--- src/rtl/memory_access_stage_pkg.sv ---
// Shared constants for the memory access stage: data width, RV32I load/store
// funct3 encodings, FSM state encoding and the access legality check.
package memory_access_stage_pkg;

    localparam int XLEN = 32;

    localparam logic [2:0] F3_LB  = 3'b000;
    localparam logic [2:0] F3_LH  = 3'b001;
    localparam logic [2:0] F3_LW  = 3'b010;
    localparam logic [2:0] F3_LBU = 3'b100;
    localparam logic [2:0] F3_LHU = 3'b101;
    localparam logic [2:0] F3_SB  = 3'b000;
    localparam logic [2:0] F3_SH  = 3'b001;
    localparam logic [2:0] F3_SW  = 3'b010;

    typedef enum logic [1:0] {
        ST_IDLE = 2'd0,
        ST_BUSY = 2'd1,
        ST_DONE = 2'd2
    } state_e;

    // 1 when a load/store has an illegal funct3 or a misaligned address.
    function automatic logic access_fault(input logic rd, input logic wr,
                                          input logic [2:0] funct3,
                                          input logic [1:0] lane);
        logic bad;
        bad = 1'b0;
        if (rd) begin
            case (funct3)
                F3_LB, F3_LBU: bad = 1'b0;
                F3_LH, F3_LHU: bad = lane[0];
                F3_LW:         bad = (lane != 2'b00);
                default:       bad = 1'b1;
            endcase
        end else if (wr) begin
            case (funct3)
                F3_SB:   bad = 1'b0;
                F3_SH:   bad = lane[0];
                F3_SW:   bad = (lane != 2'b00);
                default: bad = 1'b1;
            endcase
        end
        return bad;
    endfunction

endpackage

--- src/rtl/memory_access_stage_format.sv ---
// Combinational data formatting: load lane extract with sign/zero extension,
// and store lane replication with byte-enable generation.
module mem_format
    import memory_access_stage_pkg::*;
(
    input  logic [2:0]      funct3,
    input  logic [1:0]      lane,
    input  logic [XLEN-1:0] rdata,
    input  logic [XLEN-1:0] store_data,
    output logic [XLEN-1:0] load_val,
    output logic [XLEN-1:0] wdata,
    output logic [3:0]      be
);

    logic [XLEN-1:0] shifted;
    logic [7:0]      byte_sel;
    logic [15:0]     half_sel;

    always_comb begin
        shifted  = rdata >> {lane, 3'b000};
        byte_sel = shifted[7:0];
        half_sel = lane[1] ? rdata[31:16] : rdata[15:0];
        case (funct3)
            F3_LB:   load_val = {{24{byte_sel[7]}}, byte_sel};
            F3_LBU:  load_val = {24'd0, byte_sel};
            F3_LH:   load_val = {{16{half_sel[15]}}, half_sel};
            F3_LHU:  load_val = {16'd0, half_sel};
            default: load_val = rdata;
        endcase
    end

    always_comb begin
        case (funct3)
            F3_SB: begin
                wdata = {4{store_data[7:0]}};
                be    = 4'b0001 << lane;
            end
            F3_SH: begin
                wdata = {2{store_data[15:0]}};
                be    = 4'b0011 << lane;
            end
            default: begin
                wdata = store_data;
                be    = 4'b1111;
            end
        endcase
    end

endmodule

--- src/rtl/memory_access_stage.sv ---
// Memory stage: issues loads/stores over a req/ack bus, stalls the pipeline
// while an access is outstanding and holds a finished result while frozen.
module memory_access_stage #(
    parameter int XLEN = memory_access_stage_pkg::XLEN
) (
    input  logic            clk_i,
    input  logic            rst_i,
    input  logic            ED_mem_rd_i,
    input  logic            ED_mem_wr_i,
    input  logic [2:0]      ED_funct3_i,
    input  logic [XLEN-1:0] ED_valE_i,
    input  logic [XLEN-1:0] ED_valB_i,
    input  logic            M_stall_i,
    input  logic            M_flush_i,
    output logic            dbus_req_o,
    output logic            dbus_we_o,
    output logic [XLEN-1:0] dbus_addr_o,
    output logic [XLEN-1:0] dbus_wdata_o,
    output logic [3:0]      dbus_be_o,
    input  logic            dbus_ack_i,
    input  logic [XLEN-1:0] dbus_rdata_i,
    output logic [XLEN-1:0] M_valM_o,
    output logic            M_stall_req_o,
    output logic            M_fault_o
);
    import memory_access_stage_pkg::*;

    // Bus handshake: a request stays asserted with a stable payload until the
    // cycle dbus_ack_i is seen; that cycle completes the access.
    state_e          state_q, state_d;
    logic [XLEN-1:0] hold_q;
    logic            flushed_q;
    logic            access;
    logic            discard;
    logic [XLEN-1:0] load_val;
    logic [XLEN-1:0] fmt_wdata;
    logic [3:0]      fmt_be;
    logic [XLEN-1:0] result;

    mem_format u_fmt (
        .funct3     (ED_funct3_i),
        .lane       (ED_valE_i[1:0]),
        .rdata      (dbus_rdata_i),
        .store_data (ED_valB_i),
        .load_val   (load_val),
        .wdata      (fmt_wdata),
        .be         (fmt_be)
    );

    assign M_fault_o    = access_fault(ED_mem_rd_i, ED_mem_wr_i, ED_funct3_i, ED_valE_i[1:0]);
    assign access       = (ED_mem_rd_i | ED_mem_wr_i) & ~M_fault_o;
    assign dbus_we_o    = ED_mem_wr_i;
    assign dbus_addr_o  = {ED_valE_i[XLEN-1:2], 2'b00};
    assign dbus_wdata_o = fmt_wdata;
    assign dbus_be_o    = ED_mem_wr_i ? fmt_be : 4'b0000;
    assign result       = ED_mem_rd_i ? load_val : '0;
    // A flush seen at any point during BUSY throws the result away.
    assign discard      = flushed_q | M_flush_i;

    always_comb begin
        state_d       = state_q;
        dbus_req_o    = 1'b0;
        M_stall_req_o = 1'b0;
        M_valM_o      = '0;
        case (state_q)
            ST_IDLE: begin
                if (access && !M_flush_i) begin
                    dbus_req_o = 1'b1;
                    if (dbus_ack_i) begin
                        M_valM_o = result;
                        if (M_stall_i) state_d = ST_DONE;
                    end else begin
                        M_stall_req_o = 1'b1;
                        state_d       = ST_BUSY;
                    end
                end
            end
            ST_BUSY: begin
                dbus_req_o = 1'b1;
                if (dbus_ack_i) begin
                    if (!discard) M_valM_o = result;
                    state_d = (M_stall_i && !discard) ? ST_DONE : ST_IDLE;
                end else begin
                    M_stall_req_o = 1'b1;
                end
            end
            ST_DONE: begin
                M_valM_o = hold_q;
                if (!M_stall_i || M_flush_i) state_d = ST_IDLE;
            end
            default: state_d = ST_IDLE;
        endcase
        if (rst_i) begin
            dbus_req_o    = 1'b0;
            M_stall_req_o = 1'b0;
        end
    end

    always_ff @(posedge clk_i) begin
        if (rst_i) begin
            state_q   <= ST_IDLE;
            hold_q    <= '0;
            flushed_q <= 1'b0;
        end else begin
            state_q   <= state_d;
            flushed_q <= (state_q == ST_BUSY) && (state_d == ST_BUSY) && discard;
            if (state_q != ST_DONE && state_d == ST_DONE) hold_q <= M_valM_o;
        end
    end

endmodule
--- config.mk ---
export PLATFORM = sky130hd
export DESIGN_NAME = memory_access_stage
export DESIGN_NICKNAME = d
export VERILOG_FILES = /design/src/rtl/memory_access_stage_pkg.sv /design/src/rtl/memory_access_stage_format.sv /design/src/rtl/memory_access_stage.sv
export SDC_FILE = /design/constraint.sdc
export NUM_CORES = 1
export LEC_CHECK = 0
export BUFFER_PORTS_ARGS = -buffer_cell sky130_fd_sc_hd__buf_2
export CORE_ASPECT_RATIO = 1.1
export CORE_MARGIN = 4
export CORE_UTILIZATION = 45
export DETAILED_ROUTE_END_ITERATION = 10
export PLACE_DENSITY = 0.94
export SLEW_MARGIN = 20
export SYNTH_ARGS = -nofsm -noshare
export SYNTH_HDL_FRONTEND = slang
export SYNTH_SLANG_ARGS = --single-unit
export TNS_END_PERCENT = 50
--- constraint.sdc ---
create_clock -name clk_i -period 5.6 [get_ports clk_i]
set_input_delay 0.56 -clock clk_i [delete_from_list [all_inputs] [get_ports clk_i]]
set_output_delay 0.56 -clock clk_i [all_outputs]
set_load 0.01 [all_outputs]
==> metrics.cfg <==
[cts]
root_buffer=clkbuf_8
insertion_delay_ns=0.29
post-cts-setup-buffers=0
clock_path_buffers=2
cts_buffers=5
cts.sinks=35
cts_resized=0
clkTransAtPathRegs_ns=0.08
ctsHoldBuffers=0
h-tree-depth=2
cts_tree=built

[detailed_routing]
drt_iter0_markers=317
dr.pass1.iters=5
post_drt_wl_per_cell_um=20.9
drtAntennaViolNets=0
drt_wl_total_um=10300
viasPerCell=6.33
drc=0
via_count=3140

[floorplan]
die_h_um=93.0
start_util=0.472
dieArea_mm2=0.00793
ios=210
num_rows=30
die_w_um=85.3
core_area_mm2=0.00627

[timing]
fin_crit_ns=3.58
slew_viol_final=0
setup_violations=0
hold_viol_final=0
tns_ns=0
worstMarginPinSlew_ns=1.08
clock_skew_ns=0.0104
slew_headroom=0.274
fmax_ghz=0.279
rsz0062_at_grt=no
fin_crit_sh=0.640

[global_route]
grt_start_max_net_pins=41
grt_overflow_total=0
grt_use_total=0.249
grt_pass1_vias=3061
antenna_found_initial=0
grt_pass1_wl_um=15600

[setup_path]
crit_buf_inv=3
reg2regPathDepth=6
crit_fanout=24
cp.required_ns=5.04
cp.arrival_ns=3.02
regToRegSetupSlack_ns=3.43
worstSetupStartpointType=input port
end_kind=output pin
path_common_cell=buf_2
path_cells=buf_2 > or2_1 > o311ai_2 > a21oi_1 > nor2b_2 > buf_4 > a32o_1 > buf_2
cpLargestDelayFamily=simple AND/OR/NAND/NOR gates
rr_endpoint=hold_q[17]
slowest_delay_ns=0.86
path_class=in2out
cp_num_cells=8
crit_slowest_cell=nor2b_2
r2r_start=state_q[1]

[yosys]
yosysSeqAreaShare=0.237
yosys-top-cells-area=dfxtp_1, a22o_1, buf_4
synth_area_mm2=0.00296
syn_avg_cell_area_um2=8.96
yosys_warnings=0
yosys_register_bits=35
ys_types=40
synth_top_cell_by_area=dfxtp_1
netlist.area_leader.share=0.237
synthCells=330

[cells_and_area]
nets=521
drive_above_1_share=0.447
fin_util=0.552
diodes=0
final_cell_mix=buf_2, a22o_1, dfxtp_1, a32o_1, a21oi_1
final_common_cell=buf_2
finalInstanceArea_mm2=0.00346
synthToLayoutAreaGrowth_pct=17.0
finalNonFillerCells=496

[worst_hold_path]
min_to=hold_q[18]
min_path_cells=1
hp-class=reg2reg
min_from=hold_q[18]

[placement]
hpwl_um=7860
numPortBuffers=147
place.gp.congestion=0.841
dp_cells=488
dpl_cell_area_mm2=0.00337

[power_and_ir_drop]
ir_drop_mv=0.0955
leakage_nw=1.62
p_per_area_mw_per_mm2=185

[job]
maxCapViolCount=0

[run_status]
status=complete, no violations

cells by family after synthesis:
kind of cell / count (synthesis) / synth area share
muxes: 34 / 0.126
and+or+nand+nor: 58 / 0.118
other: 1 / 0.00127
DFF: 35 / 0.237
AOI/OAI and AO/OA: 122 / 0.350
buffers and inverters: 80 / 0.168
cell type report:
class                           count  area (um2)
Multi-Input combinational cell    216        1790
Sequential cell                    35         701
Tap cell                           80         100
Fill cell                         605        2810
Inverter                            6        22.5
Timing Repair Buffer              151         766
Clock buffer                        6        72.6
Clock inverter                      2        12.5
synth_stat cells (all sizes together):
master,number
a31oi,2
mux4,1
dfxtp,35
inv,6
o21ai,5
nor4b,1
a21oi,23
a221oi,2
nand2b,18
a32o,32
conb,1
mux2i,17
buf,57
o311ai,1
a211o,1
nor3b,2
a2111o,1
a21o,1
nor2,14
nor4,4
nor2b,3
or2,1
clkbuf,17
nor4bb,1
a221o,7
a22o,39
mux2,16
o22a,8
and2,3
nor3,11
worst max path at each step:
stage	slack [ns]	from	to
3_5_place_dp	2.08	ED_valE_i[1]	M_valM_o[23]
3_3_place_gp	2.17	ED_valE_i[1]	M_valM_o[20]
4_1_cts	2.06	ED_valE_i[1]	M_valM_o[23]
5_1_grt	1.89	state_q[1]	M_valM_o[18]
2_1_floorplan	3.05	ED_valE_i[1]	M_valM_o[16]
6_report	2.02	ED_valE_i[1]	M_valM_o[23]
per-layer routing:
layer / track usage / vias to the layer above / part of all wire / routed length (um)
met2: 0.400 / 229 / 0.47 / 4910
met5: 0 / - / 0 / 0
met1: 0.304 / 1462 / 0.37 / 3810
met3: 0.0722 / 40 / 0.12 / 1230
met4: 0.117 / 0 / 0.038 / 395
li1: - / 1409 / - / -
per-stage QoR:
step | total power [mW] | setup slack, ns | hold slack [ns]
after floorplan | 0.408 | 3.05 | 0.442
after global placement | 0.458 | 2.17 | 0.447
after detailed placement | 0.464 | 2.08 | 0.456
after CTS | 0.643 | 2.06 | 0.474
after global routing | 0.672 | 1.89 | 0.486
final | 0.641 | 2.02 | 0.477
power by group:
group          total [mW]  internal, mW  switching, mW
Clock               0.179        0.0869         0.0926
Sequential          0.255         0.253        0.00252
Combinational       0.206        0.0875          0.119
registers in the layout (all words and copies together), names as in the netlist:
register	cells
hold_q	32
flushed_q	1
state_q	2
No activity file was read; power rests on OpenSTA's default activity.
